## src/rtl/ula_pkg.sv

```systemverilog
// Shared opcodes, flag codes and FSM encoding for the sequential ALU.
// Downstream display logic depends on the flag values, so they are fixed here.
package ula_pkg;

  localparam logic [2:0] OP_ADD = 3'b000;
  localparam logic [2:0] OP_SUB = 3'b001;
  localparam logic [2:0] OP_AND = 3'b010;
  localparam logic [2:0] OP_OR  = 3'b011;
  localparam logic [2:0] OP_XOR = 3'b100;
  localparam logic [2:0] OP_NOT = 3'b101;
  localparam logic [2:0] OP_MUL = 3'b110;
  localparam logic [2:0] OP_DIV = 3'b111;

  localparam logic [2:0] FLAG_NONE  = 3'b000;
  localparam logic [2:0] FLAG_ZERO  = 3'b001;
  localparam logic [2:0] FLAG_CARRY = 3'b010;
  localparam logic [2:0] FLAG_ERR   = 3'b100;
  localparam logic [2:0] FLAG_OVF   = 3'b111;

  typedef enum logic [1:0] {
    ST_IDLE = 2'd0,
    ST_CALC = 2'd1,
    ST_DONE = 2'd2
  } state_t;

  // Only one flag code is reported; the more serious condition wins.
  function automatic logic [2:0] encode_flags(input logic err, input logic ovf,
                                              input logic carry, input logic zero);
    if (err)        return FLAG_ERR;
    else if (ovf)   return FLAG_OVF;
    else if (carry) return FLAG_CARRY;
    else if (zero)  return FLAG_ZERO;
    else            return FLAG_NONE;
  endfunction

endpackage

```

## src/rtl/ula_seq_if.sv

```systemverilog
// Operand/result bus of the sequential ALU with its Start/Busy/Done handshake.
interface ula_seq_if #(parameter int WIDTH = 8);

  logic             Start_in;
  logic [WIDTH-1:0] A_in;
  logic [WIDTH-1:0] B_in;
  logic             C_in;
  logic [2:0]       Operacao_in;
  logic             Busy_out;
  logic             Done_out;
  logic [WIDTH-1:0] Saida_out;
  logic [WIDTH-1:0] Resto_out;
  logic [2:0]       Flags_out;

  modport master (
    output Start_in, A_in, B_in, C_in, Operacao_in,
    input  Busy_out, Done_out, Saida_out, Resto_out, Flags_out
  );

  modport slave (
    input  Start_in, A_in, B_in, C_in, Operacao_in,
    output Busy_out, Done_out, Saida_out, Resto_out, Flags_out
  );

endinterface

```

## src/rtl/ula_seq_muldiv.sv

```systemverilog
// Iterative shift-add multiplier / restoring divider sharing one hi/lo register pair.
// Outputs present the value after the step taken this cycle, so they are final while count==1.
module ula_seq_muldiv #(
  parameter int WIDTH = 8,
  parameter int CNT_W = $clog2(WIDTH) + 1
) (
  input  logic             Clock_in,
  input  logic             Reset_n_in,
  input  logic             load,
  input  logic             is_div,
  input  logic [WIDTH-1:0] A,
  input  logic [WIDTH-1:0] B,
  output logic [WIDTH-1:0] product_hi,
  output logic [WIDTH-1:0] product_lo,
  output logic [WIDTH-1:0] quotient,
  output logic [WIDTH-1:0] remainder,
  output logic [CNT_W-1:0] count
);

  // hi holds the partial product (MUL) or partial remainder (DIV);
  // lo holds the multiplier being shifted out (MUL) or the dividend/quotient (DIV).
  logic [WIDTH-1:0] hi_q, lo_q, opnd_q;
  logic             div_q;
  logic [CNT_W-1:0] count_q;

  logic [WIDTH-1:0] hi_nx, lo_nx;
  logic [WIDTH:0]   add_sum, mul_sum, shifted, trial;

  always_comb begin
    // NOTE: every combinational output gets a default first so no path can infer a latch.
    hi_nx   = hi_q;
    lo_nx   = lo_q;
    add_sum = {1'b0, hi_q} + {1'b0, opnd_q};
    mul_sum = lo_q[0] ? add_sum : {1'b0, hi_q};
    shifted = {hi_q, lo_q[WIDTH-1]};
    trial   = shifted - {1'b0, opnd_q};
    if (div_q) begin
      // Partial remainder stays below the divisor, so a negative trial means "restore".
      if (!trial[WIDTH]) begin
        hi_nx = trial[WIDTH-1:0];
        lo_nx = {lo_q[WIDTH-2:0], 1'b1};
      end else begin
        hi_nx = shifted[WIDTH-1:0];
        lo_nx = {lo_q[WIDTH-2:0], 1'b0};
      end
    end else begin
      hi_nx = mul_sum[WIDTH:1];
      lo_nx = {mul_sum[0], lo_q[WIDTH-1:1]};
    end
  end

  always_ff @(posedge Clock_in) begin
    // NOTE: sequential state uses non-blocking assignments only; the operand
    // registers are reset too, so an aborted operation leaves nothing behind.
    if (!Reset_n_in) begin
      hi_q    <= '0;
      lo_q    <= '0;
      opnd_q  <= '0;
      div_q   <= 1'b0;
      count_q <= '0;
    end else if (load) begin
      hi_q    <= '0;
      lo_q    <= A;
      opnd_q  <= B;
      div_q   <= is_div;
      count_q <= CNT_W'(WIDTH);
    end else if (count_q != '0) begin
      hi_q    <= hi_nx;
      lo_q    <= lo_nx;
      count_q <= count_q - CNT_W'(1);
    end
  end

  assign product_hi = hi_nx;
  assign product_lo = lo_nx;
  assign quotient   = lo_nx;
  assign remainder  = hi_nx;
  assign count      = count_q;

endmodule

```

## src/rtl/ula_seq.sv

```systemverilog
// Sequential ALU top: IDLE/CALC/DONE handshake FSM, single-cycle datapath and flag encoder.
// Results, remainder and flags are registered only on the edge that enters DONE.
module ula_seq
  import ula_pkg::*;
#(
  parameter int WIDTH = 8
) (
  input  logic      Clock_in,
  input  logic      Reset_n_in,
  ula_seq_if.slave  bus
);

  localparam int CNT_W = $clog2(WIDTH) + 1;
  localparam int MSB   = WIDTH - 1;

  state_t           state_q, state_nx;
  logic [WIDTH-1:0] saida_q, resto_q, saida_nx, resto_nx;
  logic [2:0]       flags_q, flags_nx;
  logic             is_div_q;
  logic             md_load, capture;
  logic             err, ovf, cy;

  logic [WIDTH-1:0] alu_res;
  logic [WIDTH:0]   ext;
  logic             alu_cy, alu_ovf;

  logic [WIDTH-1:0] product_hi, product_lo, quotient, remainder;
  logic [CNT_W-1:0] md_count;

  ula_seq_muldiv #(.WIDTH(WIDTH), .CNT_W(CNT_W)) u_muldiv (
    .Clock_in   (Clock_in),
    .Reset_n_in (Reset_n_in),
    .load       (md_load),
    .is_div     (bus.Operacao_in == OP_DIV),
    .A          (bus.A_in),
    .B          (bus.B_in),
    .product_hi (product_hi),
    .product_lo (product_lo),
    .quotient   (quotient),
    .remainder  (remainder),
    .count      (md_count)
  );

  always_comb begin
    alu_res = '0;
    alu_cy  = 1'b0;
    alu_ovf = 1'b0;
    ext     = '0;
    unique case (bus.Operacao_in)
      OP_ADD: begin
        ext     = {1'b0, bus.A_in} + {1'b0, bus.B_in} + {{WIDTH{1'b0}}, bus.C_in};
        alu_res = ext[WIDTH-1:0];
        alu_cy  = ext[WIDTH];
        alu_ovf = (bus.A_in[MSB] == bus.B_in[MSB]) && (alu_res[MSB] != bus.A_in[MSB]);
      end
      OP_SUB: begin
        // Bit WIDTH of the extended difference is set exactly when A < B + C_in.
        ext     = {1'b0, bus.A_in} - {1'b0, bus.B_in} - {{WIDTH{1'b0}}, bus.C_in};
        alu_res = ext[WIDTH-1:0];
        alu_cy  = ext[WIDTH];
        alu_ovf = (bus.A_in[MSB] != bus.B_in[MSB]) && (alu_res[MSB] != bus.A_in[MSB]);
      end
      OP_AND:  alu_res = bus.A_in & bus.B_in;
      OP_OR:   alu_res = bus.A_in | bus.B_in;
      OP_XOR:  alu_res = bus.A_in ^ bus.B_in;
      OP_NOT:  alu_res = ~bus.A_in;
      default: ;
    endcase
  end

  always_comb begin
    state_nx = state_q;
    md_load  = 1'b0;
    capture  = 1'b0;
    saida_nx = saida_q;
    resto_nx = resto_q;
    err      = 1'b0;
    ovf      = 1'b0;
    cy       = 1'b0;
    unique case (state_q)
      ST_IDLE: begin
        if (bus.Start_in) begin
          if (bus.Operacao_in == OP_MUL ||
              (bus.Operacao_in == OP_DIV && bus.B_in != '0)) begin
            state_nx = ST_CALC;
            md_load  = 1'b1;
          end else begin
            state_nx = ST_DONE;
            capture  = 1'b1;
            if (bus.Operacao_in == OP_DIV) begin
              saida_nx = '1;
              resto_nx = bus.A_in;
              err      = 1'b1;
            end else begin
              saida_nx = alu_res;
              resto_nx = '0;
              ovf      = alu_ovf;
              cy       = alu_cy;
            end
          end
        end
      end
      ST_CALC: begin
        if (md_count == CNT_W'(1)) begin
          state_nx = ST_DONE;
          capture  = 1'b1;
          if (is_div_q) begin
            saida_nx = quotient;
            resto_nx = remainder;
          end else begin
            saida_nx = product_lo;
            resto_nx = '0;
            ovf      = (product_hi != '0);
          end
        end
      end
      ST_DONE: state_nx = ST_IDLE;
      default: state_nx = ST_IDLE;
    endcase
    flags_nx = encode_flags(err, ovf, cy, saida_nx == '0);
  end

  always_ff @(posedge Clock_in) begin
    if (!Reset_n_in) begin
      state_q  <= ST_IDLE;
      saida_q  <= '0;
      resto_q  <= '0;
      flags_q  <= FLAG_NONE;
      is_div_q <= 1'b0;
    end else begin
      state_q <= state_nx;
      if (capture) begin
        saida_q <= saida_nx;
        resto_q <= resto_nx;
        flags_q <= flags_nx;
      end
      if (md_load) is_div_q <= (bus.Operacao_in == OP_DIV);
    end
  end

  assign bus.Busy_out  = (state_q != ST_IDLE);
  assign bus.Done_out  = (state_q == ST_DONE);
  assign bus.Saida_out = saida_q;
  assign bus.Resto_out = resto_q;
  assign bus.Flags_out = flags_q;

endmodule

```

## src/flat_wrapper.sv

```systemverilog
// flat-port wrapper written by rule: the top's interface ports become plain ports
module ula_seq_flat import ula_pkg::*;
#(
  parameter int WIDTH = 8
)
  (Clock_in, Reset_n_in, bus_Start_in, bus_A_in, bus_B_in, bus_C_in, bus_Operacao_in, bus_Busy_out, bus_Done_out, bus_Saida_out, bus_Resto_out, bus_Flags_out);
  ula_seq_if #(.WIDTH(WIDTH)) bus_i ();
  input  logic Clock_in;
  input  logic Reset_n_in;
  input wire logic [$bits(bus_i.Start_in)-1:0] bus_Start_in;
  input wire logic [$bits(bus_i.A_in)-1:0] bus_A_in;
  input wire logic [$bits(bus_i.B_in)-1:0] bus_B_in;
  input wire logic [$bits(bus_i.C_in)-1:0] bus_C_in;
  input wire logic [$bits(bus_i.Operacao_in)-1:0] bus_Operacao_in;
  output wire logic [$bits(bus_i.Busy_out)-1:0] bus_Busy_out;
  output wire logic [$bits(bus_i.Done_out)-1:0] bus_Done_out;
  output wire logic [$bits(bus_i.Saida_out)-1:0] bus_Saida_out;
  output wire logic [$bits(bus_i.Resto_out)-1:0] bus_Resto_out;
  output wire logic [$bits(bus_i.Flags_out)-1:0] bus_Flags_out;
  assign bus_i.Start_in = bus_Start_in;
  assign bus_i.A_in = bus_A_in;
  assign bus_i.B_in = bus_B_in;
  assign bus_i.C_in = bus_C_in;
  assign bus_i.Operacao_in = bus_Operacao_in;
  assign bus_Busy_out = bus_i.Busy_out;
  assign bus_Done_out = bus_i.Done_out;
  assign bus_Saida_out = bus_i.Saida_out;
  assign bus_Resto_out = bus_i.Resto_out;
  assign bus_Flags_out = bus_i.Flags_out;
  ula_seq #(.WIDTH(WIDTH)) u_core (.Clock_in(Clock_in), .Reset_n_in(Reset_n_in), .bus(bus_i));
endmodule
```

## config.mk

```make
export PLATFORM = sky130hd
export DESIGN_NAME = ula_seq_flat
export DESIGN_NICKNAME = d
export VERILOG_FILES = /design/src/rtl/ula_pkg.sv /design/src/rtl/ula_seq_if.sv /design/src/rtl/ula_seq_muldiv.sv /design/src/rtl/ula_seq.sv /design/src/flat_wrapper.sv
export SDC_FILE = /design/constraint.sdc
export NUM_CORES = 1
export LEC_CHECK = 0
export BUFFER_PORTS_ARGS = -buffer_cell sky130_fd_sc_hd__buf_4
export CAP_MARGIN = 40
export CORE_ASPECT_RATIO = 0.8
export CORE_MARGIN = 2
export CORE_UTILIZATION = 33
export DETAILED_ROUTE_END_ITERATION = 10
export HOLD_SLACK_MARGIN = 0.03
export PLACE_DENSITY = 0.62
export SLEW_MARGIN = 0
export SYNTH_ARGS = -nofsm -noshare
export SYNTH_HDL_FRONTEND = slang
export SYNTH_SLANG_ARGS = --single-unit
```

## constraint.sdc

```tcl
create_clock -name Clock_in -period 4.45 [get_ports Clock_in]
set_input_delay 0.89 -clock Clock_in [delete_from_list [all_inputs] [get_ports Clock_in]]
set_output_delay 0.89 -clock Clock_in [all_outputs]
set_load 0.1 [all_outputs]
```

==> results.json, run 1 <==
{
  "synth-edff-count": 0,
  "stdcell_count": 808,
  "rsz0062_at_grt": "no",
  "vias_per_cell": 5.75,
  "cp.buffers_inverters": 2,
  "cp.required_ns": 4.67,
  "grtUsageTotal_pct": 20.0,
  "ant_nets": 0,
  "hold_viol_final": 0,
  "met3_length_mm": 1.07,
  "tightest_slew_ns": 0.940,
  "critPathArrivalTime_ns": 4.32,
  "cts_tree": "built",
  "syn_nets": 676,
  "wl_per_cell_um": 17.9,
  "ys_top_cells_by_area": "dfxtp_1, ha_1, nand2_1",
  "die_h_um": 109,
  "setup_viol": 0,
  "avgSynthCellArea_um2": 7.67,
  "worstSetupEndpointType": "register",
  "clock_sinks": 50,
  "yosys_register_bits": 50,
  "crit_slowest_cell": "nor4bb_1",
  "dpl.cell_count": 800,
  "path_delay_family": "compound AO/OA/AOI/OAI gates",
  "gp_congestion": 0.960,
  "core-area_um2": 13600,
  "combPwrFrac_pct": 52.4,
  "max_stage_delay_ns": 0.49,
  "clockRootBuffer": "clkbuf_16",
  "power_frac_clock_pct": 21.6,
  "ys_types": 73,
  "drt-initial-drc-count": 611,
  "yosysMostFrequentCell": "nand2_1",
  "cts_buffers": 5,
  "drcViolationCount": 0,
  "ys.flop_type": "dfxtp_1",
  "drtPass1Iterations": 5,
  "p_leak_nw": 2.20,
  "cts_hold_buf": 0,
  "layout.nets": 705,
  "die_x_um": 136,
  "num_vias": 4644,
  "synthesis.area_um2": 4590,
  "wl_met2_mm": 6.09,
  "final_max_slew_viol_count": 0,
  "overflow": 0,
  "total_power_w": 0.00233,
  "grt_pass1_wl_mm": 23.4,
  "io_buffer_count": 43,
  "cp_cell_sequence": "buf_4, inv_1, fa_1, fa_1, o21a_1, nor2_1, xnor2_1, a211o_1, o221a_1, nor4bb_1, o221ai_1, or4_1, a41oi_1",
  "grt_max_degree": 27,
  "initial_core_util_pct": 33.9,
  "n_antenna_cell": 0,
  "std_cell_rows": 38,
  "period_share_pct": 92.2,
  "seq_power_share_pct": 26.0,
  "route.top_layer_used": "met4",
  "hold_class": "reg -> reg",
  "synth_top_area_cell": "dfxtp_1",
  "ys_top_cells_by_count": "nand2_1, a21oi_1, nor2_1",
  "cts.reportedPaths.clkPinSlew_ns": 0.08,
  "p_per_area_nw_per_um2": 445,
  "path_max_fanout": 5,
  "ys_seq_area_share_pct": 21.8,
  "drt-total-wl_mm": 14.4,
  "io-pin-count": 44,
  "synth_top_area_share_pct": 21.8,
  "dieArea_um2": 14900,
  "finalCriticalPeriod_ns": 4.10,
  "synthCells": 598,
  "hpwl_mm": 11.2,
  "max-cap-violations": 0,
  "clk_path_buf_depth": 2,
  "cts_resized": 0,
  "cp_common_cell": "fa_1",
  "placed_cell_area_um2": 5060,
  "drt-met1-wl_mm": 7.18,
  "cts_htree_levels": 2,
  "max_clock_freq_ghz": 0.244,
  "status": "finished, final reports clean",
  "stdcell_area_um2": 5250,
  "hold_ws_ns": 0.474,
  "slew_headroom_pct": 36.8,
  "power.switching_w": 0.00103,
  "swShare_pct": 44.0,
  "drive_gt1_share_pct": 12.1,
  "grt_pass1_vias": 4419,
  "final.setup_skew_ns": 0.00977,
  "antenna_found_initial": 0,
  "cts_setup_buffers": 0,
  "critical_path_class": "in -> reg",
  "clock_latency_ns": 0.29,
  "areaGrowthSynthToFinish_pct": 14.5,
  "vdd_ir_drop_max_v": 0.000209,
  "ys_warn_count": 0,
  "setup_tns_ns": 0,
  "cp-start-kind": "input port",
  "p_int_w": 0.00131,
  "synth-async-reset-ratio_pct": 0
}
==> registers in the layout, summed over array words and instances, names as in the netlist <==
signal / count
u_core.is_div_q: 1
u_core.u_muldiv.count: 4
u_core.bus.Saida_out: 8
u_core.state_q: 2
u_core.bus.Flags_out: 3
u_core.u_muldiv.opnd_q: 8
u_core.u_muldiv.lo_q: 8
u_core.bus.Resto_out: 8
u_core.u_muldiv.hi_q: 8
==> cells in the final DEF, fill, tap and decap left out, drive strengths merged, types with 5 or more instances in the layout <==
cell	n
xor2	6
a21o	9
o21ai	33
o221a	5
a211oi	15
xnor2	16
mux2i	13
o22ai	7
and3	5
nor2b	6
a221oi	7
dfxtp	50
a31oi	6
and2	9
nor2	51
ha	49
fa	6
o211ai	11
o21a	8
a21oi	53
nand3	9
inv	48
nand2	69
nor3	21
clkbuf	5
buf	51
==> power groups by stage <==
| stage | combinational (W) | clock, W | sequential [W] |
|---|---|---|---|
| 5_1_grt | 0.00134 | 0.000529 | 0.000615 |
| 4_1_cts | 0.00121 | 0.000507 | 0.000603 |
| 6_report | 0.00122 | 0.000505 | 0.000607 |
| 2_1_floorplan | 0.000824 | 0 | 0.000704 |
| 3_5_place_dp | 0.00120 | 0 | 0.000612 |
| 3_3_place_gp | 0.00119 | 0 | 0.000609 |
==> final timing paths <==
| kind | slack (ns) | depth (start not counted) | startpoint | to |
|---|---|---|---|---|
| worst min register to register | 0.47 | 2 | u_core.bus.Resto_out[5] | u_core.bus.Resto_out[5] |
| worst min-delay path | 0.47 | 2 | u_core.bus.Resto_out[5] | u_core.bus.Resto_out[5] |
| worst max-delay path | 0.35 | 13 | bus_B_in[0] | u_core.bus.Flags_out[0] |
| worst max register to register | 0.54 | 12 | u_core.u_muldiv.lo_q[7] | u_core.bus.Flags_out[0] |
==> area by class of cell <==
class,count,area (µm²)
fill,1403,8300
multi-input combinational,471,3240
sequential,50,1000
timing repair buffer,51,410
tap,180,225
inverter,48,180
clock buffer,5,125
clock inverter,3,68.8
==> tightest hold or removal path, stage by stage (launching register included) <==
cell and delay, ns:
dfxtp_1 0.33, nand2_1 0.06, a21oi_1 0.05
==> logic make-up (layout without fill, tap and decap cells) <==
logic type      count (synthesis)  count (layout)  synth area share (%)
compound gates                190             190                  28.1
mux                            14              14                  3.08
flops                          50              50                  21.8
fa+ha+maj                      55              55                  16.0
xor+xnor                       22              22                  4.20
buf+inv                        77             107                  7.50
simple gates                  190             190                  19.3
==> per-stage QoR <==
step           util [%]  setup WS (ns)
2_1_floorplan         -          0.739
3_3_place_gp       37.0          0.315
3_5_place_dp       37.3          0.162
4_1_cts            38.8          0.444
5_1_grt            38.8          0.208
6_report           38.8          0.345
==> routing by layer <==
layer | vias up | global-route usage, %
met3 | 6 | 2.35
li1 | 2205 | -
met4 | 0 | 3.20
met2 | 185 | 30.3
met5 | - | 0
met1 | 2248 | 30.6
Power figures use the tool's default switching activity.
==> run 2: changes to the inputs <==
- PLACE_DENSITY: 0.62 -> 0.58
==> run 2 against run 1 <==
- die area did not move
- clock power decreased by 20%
- design area is 0.88% lower
- critical path depth unchanged
- sequential power about the same
- largest cell class unchanged
- largest power group unchanged
- power decreased by 4.0%
- maximum frequency grew 0.18%
- clock skew increased by 0.0021 ns
- flip-flop and latch count stayed put
- global-route usage decreased by 0.12 points
- register-to-register slack about the same
==> results.json, run 2 (synthesized netlist as in run 1, its figures left out) <==
{
  "total_power_w": 0.00224,
  "clock_sinks": 50,
  "cp-start-kind": "input port",
  "cp_cell_sequence": "buf_4, inv_1, fa_1, fa_1, o21a_1, nor2_1, xnor2_1, a211o_1, o221a_1, nor4bb_1, o221ai_1, or4_1, a41oi_1",
  "hold_class": "reg -> reg",
  "dpl_worst_slack_ns": 0.108,
  "final_max_slew_viol_count": 0,
  "setup_tns_ns": 0,
  "placed_cell_area_um2": 5060,
  "dieArea_um2": 14900,
  "path_delay_family": "compound AO/OA/AOI/OAI gates",
  "grtUsageTotal_pct": 19.9,
  "crit_slowest_cell": "nor4bb_1",
  "drtPass1Iterations": 5,
  "drt-initial-drc-count": 355,
  "clockRootBuffer": "clkbuf_16",
  "cp_common_cell": "fa_1",
  "p_leak_nw": 2.18,
  "cts_buffers": 5,
  "layout.nets": 706,
  "drcViolationCount": 0,
  "n_antenna_cell": 0,
  "num_vias": 4593,
  "grt_pass1_wl_mm": 22.9,
  "core-area_um2": 13600,
  "final_common_cell": "nand2_1",
  "cts_htree_levels": 2,
  "wl_per_cell_um": 18.2,
  "cp.buffers_inverters": 2,
  "status": "finished, final reports clean",
  "tightest_slew_ns": 0.928,
  "path_max_fanout": 5,
  "initial_core_util_pct": 33.9,
  "p_per_area_nw_per_um2": 430,
  "clock_latency_ns": 0.30,
  "drive_gt1_share_pct": 12.2,
  "cts_hold_buf": 0,
  "hpwl_mm": 11.6,
  "grt_max_degree": 27,
  "ant_nets": 0,
  "stdcell_area_um2": 5210,
  "overflow": 0,
  "critPathArrivalTime_ns": 4.33,
  "drt-total-wl_mm": 14.7,
  "setup_ws_ns": 0.353,
  "worstSetupEndpointType": "register",
  "io_buffer_count": 43,
  "final.setup_skew_ns": 0.0119,
  "antenna_found_initial": 0,
  "die_h_um": 109,
  "vdd_ir_drop_max_v": 0.000230,
  "max_stage_delay_ns": 0.49,
  "grt_pass1_vias": 4232,
  "io-pin-count": 44,
  "finalCriticalPeriod_ns": 4.10,
  "die_x_um": 136,
  "setup_viol": 0,
  "cts.reportedPaths.clkPinSlew_ns": 0.08,
  "critical_path_class": "in -> reg",
  "vias_per_cell": 5.68,
  "clk_path_buf_depth": 2,
  "gp_congestion": 0.905,
  "final_cell_mix": "nand2_1, nor2_1, a21oi_1",
  "slew_headroom_pct": 38.1,
  "cp.required_ns": 4.68,
  "areaGrowthSynthToFinish_pct": 13.5,
  "std_cell_rows": 38,
  "cts_tree": "built",
  "postLayoutCoreUtil_pct": 38.4,
  "rsz0062_at_grt": "no",
  "cts_setup_buffers": 0,
  "max_clock_freq_ghz": 0.244,
  "cts_resized": 0,
  "max-cap-violations": 0,
  "period_share_pct": 92.1,
  "hold_viol_final": 0
}
==> run 2: cell count changes in the layout (fill, tap and decap cells not counted) <==
| cell | previous run | this run |
|---|---|---|
| buf_2 | 0 | 1 |
| inv_6 | 0 | 1 |
| clkinvlp_4 | 0 | 1 |
| buf_8 | 1 | 0 |
| buf_4 | 49 | 50 |
| bufinv_16 | 2 | 0 |
==> run 2: layout make-up <==
cell class,instances,area [µm²]
Fill cell,1402,8340
Multi-Input combinational cell,471,3240
Inverter,48,180
Tap cell,180,225
Timing Repair Buffer,52,408
Clock buffer,5,125
Clock inverter,3,25.0
Sequential cell,50,1000
==> run 2: worst min-delay path: stages, from the launching register on <==
cell,delay [ns]
dfxtp_1,0.33
nand2_1,0.06
a21oi_1,0.06
==> run 2: power by group <==
part	switching, W	leakage, nW	total (W)	internal [W]
combinational	0.000760	1.70	0.00123	0.000470
clock	0.000192	0.0704	0.000404	0.000212
sequential	0.0000837	0.409	0.000606	0.000522
==> run 2: metal layers <==
| layer | vias up | part of all wire [%] | track usage [%] |
|---|---|---|---|
| met3 | 16 | 7.9 | 3.23 |
| met4 | 0 | 1.0 | 3.65 |
| met2 | 198 | 39 | 28.2 |
| met1 | 2165 | 52 | 31.2 |
| li1 | 2214 | - | - |
| met5 | - | 0 | 0 |
==> run 2: path summary, 6_finish.rpt <==
check                     startpoint                 endpoint  slack (ns)  cells after the start
min          u_core.bus.Resto_out[5]  u_core.bus.Resto_out[5]        0.49                      2
min reg2reg  u_core.bus.Resto_out[5]  u_core.bus.Resto_out[5]        0.49                      2
max reg2reg  u_core.u_muldiv.lo_q[7]  u_core.bus.Flags_out[0]        0.54                     12
max                      bus_B_in[0]  u_core.bus.Flags_out[0]        0.35                     13
==> run 2: stage by stage <==
stage / hold slack, ns / instances
floorplan: 0.453 / 598
global placement: 0.456 / 799
detailed placement: 0.491 / 801
CTS: 0.500 / 809
global route: 0.511 / 809
finish: 0.495 / 809
==> run 3: changes to the inputs <==
- BUFFER_PORTS_ARGS: -buffer_cell sky130_fd_sc_hd__buf_4 -> -buffer_cell sky130_fd_sc_hd__buf_2
- PLACE_DENSITY: 0.58 -> 0.6
==> run 3 against run 2 <==
- utilization fell by 0.78 points
- clock skew fell by 0.0027 ns
- power fell by 0.55%
- setup slack improved by 0.013 ns
- routed wire length fell by 4.0%
- first-iteration DRC count rose by 54%
- sequential power barely moved
- critical path depth did not move
- flip-flop and latch count did not move
- critical endpoint unchanged
- largest power group unchanged
==> results.json, run 3 (synthesized netlist as in run 1, its figures left out) <==
{
  "slew_headroom_pct": 43.5,
  "cts_buffers": 5,
  "wl_per_cell_um": 17.5,
  "path_max_fanout": 5,
  "p_per_area_nw_per_um2": 437,
  "hold_ws_ns": 0.453,
  "cts_resized": 0,
  "drt-initial-drc-count": 548,
  "nFillCells": 1406,
  "grt_pass1_vias": 4234,
  "final.setup_skew_ns": 0.00918,
  "max-cap-violations": 0,
  "n_antenna_cell": 0,
  "final_common_cell": "nand2_1",
  "ff2ff_path_depth": 12,
  "hold_depth": 2,
  "period_share_pct": 91.8,
  "stdcell_count": 808,
  "tightest_slew_ns": 0.841,
  "critical_path_class": "in -> reg",
  "cts_tree": "built",
  "placed_cell_area_um2": 4940,
  "initial_core_util_pct": 33.9,
  "dieArea_um2": 14900,
  "cp-start-kind": "input port",
  "drive_gt1_share_pct": 12.1,
  "status": "finished, final reports clean",
  "die_h_um": 109,
  "final_max_slew_viol_count": 0,
  "cts_hold_buf": 0,
  "antenna_found_initial": 0,
  "worstSetupEndpointType": "register",
  "cts_htree_levels": 2,
  "io-pin-count": 44,
  "vdd_ir_drop_max_v": 0.000252,
  "cp.required_ns": 4.67,
  "vias_per_cell": 5.67,
  "grt_pass1_wl_mm": 22.5,
  "max_clock_freq_ghz": 0.245,
  "ant_nets": 0,
  "clock_sinks": 50,
  "layout.nets": 705,
  "setup_tns_ns": 0,
  "num_vias": 4578,
  "dpl_worst_slack_ns": 0.0937,
  "core-area_um2": 13600,
  "p_leak_nw": 2.16,
  "clk_path_buf_depth": 2,
  "drt-total-wl_mm": 14.1,
  "std_cell_rows": 38,
  "grt_max_degree": 27,
  "clockRootBuffer": "clkbuf_16",
  "setup_ws_ns": 0.366,
  "die_x_um": 136,
  "finalCriticalPeriod_ns": 4.08,
  "critPathArrivalTime_ns": 4.30,
  "stdcell_area_um2": 5100,
  "rsz0062_at_grt": "no",
  "gp_congestion": 0.950,
  "drtPass1Iterations": 7,
  "setup_viol": 0,
  "cts.reportedPaths.clkPinSlew_ns": 0.07,
  "hold_viol_final": 0,
  "hold_class": "reg -> reg",
  "overflow": 0,
  "grtUsageTotal_pct": 19.5,
  "clock_latency_ns": 0.30,
  "areaGrowthSynthToFinish_pct": 11.2,
  "drcViolationCount": 0,
  "dpl.cell_count": 800,
  "io_buffer_count": 43,
  "final_cell_mix": "nand2_1, nor2_1, a21oi_1",
  "cts_setup_buffers": 0,
  "hpwl_mm": 11.2
}
-- run 3: area by class of cell --
type                       instances  area, µm²  area share (%)
clock buffer                       6        139            2.72
clock inverter                     2       17.5           0.343
timing repair buffer              51        295            5.79
multi-input combinational        471       3240            63.6
sequential                        50       1000            19.6
inverter                          48        180            3.53
tap                              180        225            4.42
-- run 3: metrics by stage --
stage	utilization, %	power [W]
2_1_floorplan	-	0.00153
3_3_place_gp	36.3	0.00179
3_5_place_dp	36.5	0.00180
4_1_cts	37.6	0.00222
5_1_grt	37.6	0.00238
6_report	37.6	0.00223
-- run 3: power breakdown --
group          switching, W  leakage (nW)  internal [W]
Clock              0.000180        0.0770      0.000226
Sequential        0.0000833         0.409      0.000523
Combinational      0.000764          1.67      0.000452
Total               0.00103          2.16       0.00120
-- run 3: metal layers --
metal	track usage, %	wire (µm)	up-vias
li1	-	-	2209
met2	27.9	5600	160
met3	3.96	1100	12
met4	3.50	127	0
met5	0	0	-
met1	30.0	7310	2197
-- run 3: final timing paths --
check / startpoint / end / slack (ns)
worst max register to register: u_core.u_muldiv.lo_q[7] / u_core.bus.Flags_out[0] / 0.54
worst min-delay path: u_core.bus.Resto_out[5] / u_core.bus.Resto_out[5] / 0.45
worst max-delay path: bus_B_in[0] / u_core.bus.Flags_out[0] / 0.37
worst min register to register: u_core.bus.Resto_out[5] / u_core.bus.Resto_out[5] / 0.45
-- run 3: worst max-delay path: stages --
cell and delay, ns:
buf_2 0.14, inv_1 0.10, fa_1 0.45, fa_1 0.44
o21a_1 0.21, nor2_1 0.17, xnor2_1 0.09, a211o_1 0.29
o221a_1 0.24, nor4bb_1 0.43, o221ai_1 0.19, or4_1 0.42
a41oi_1 0.23
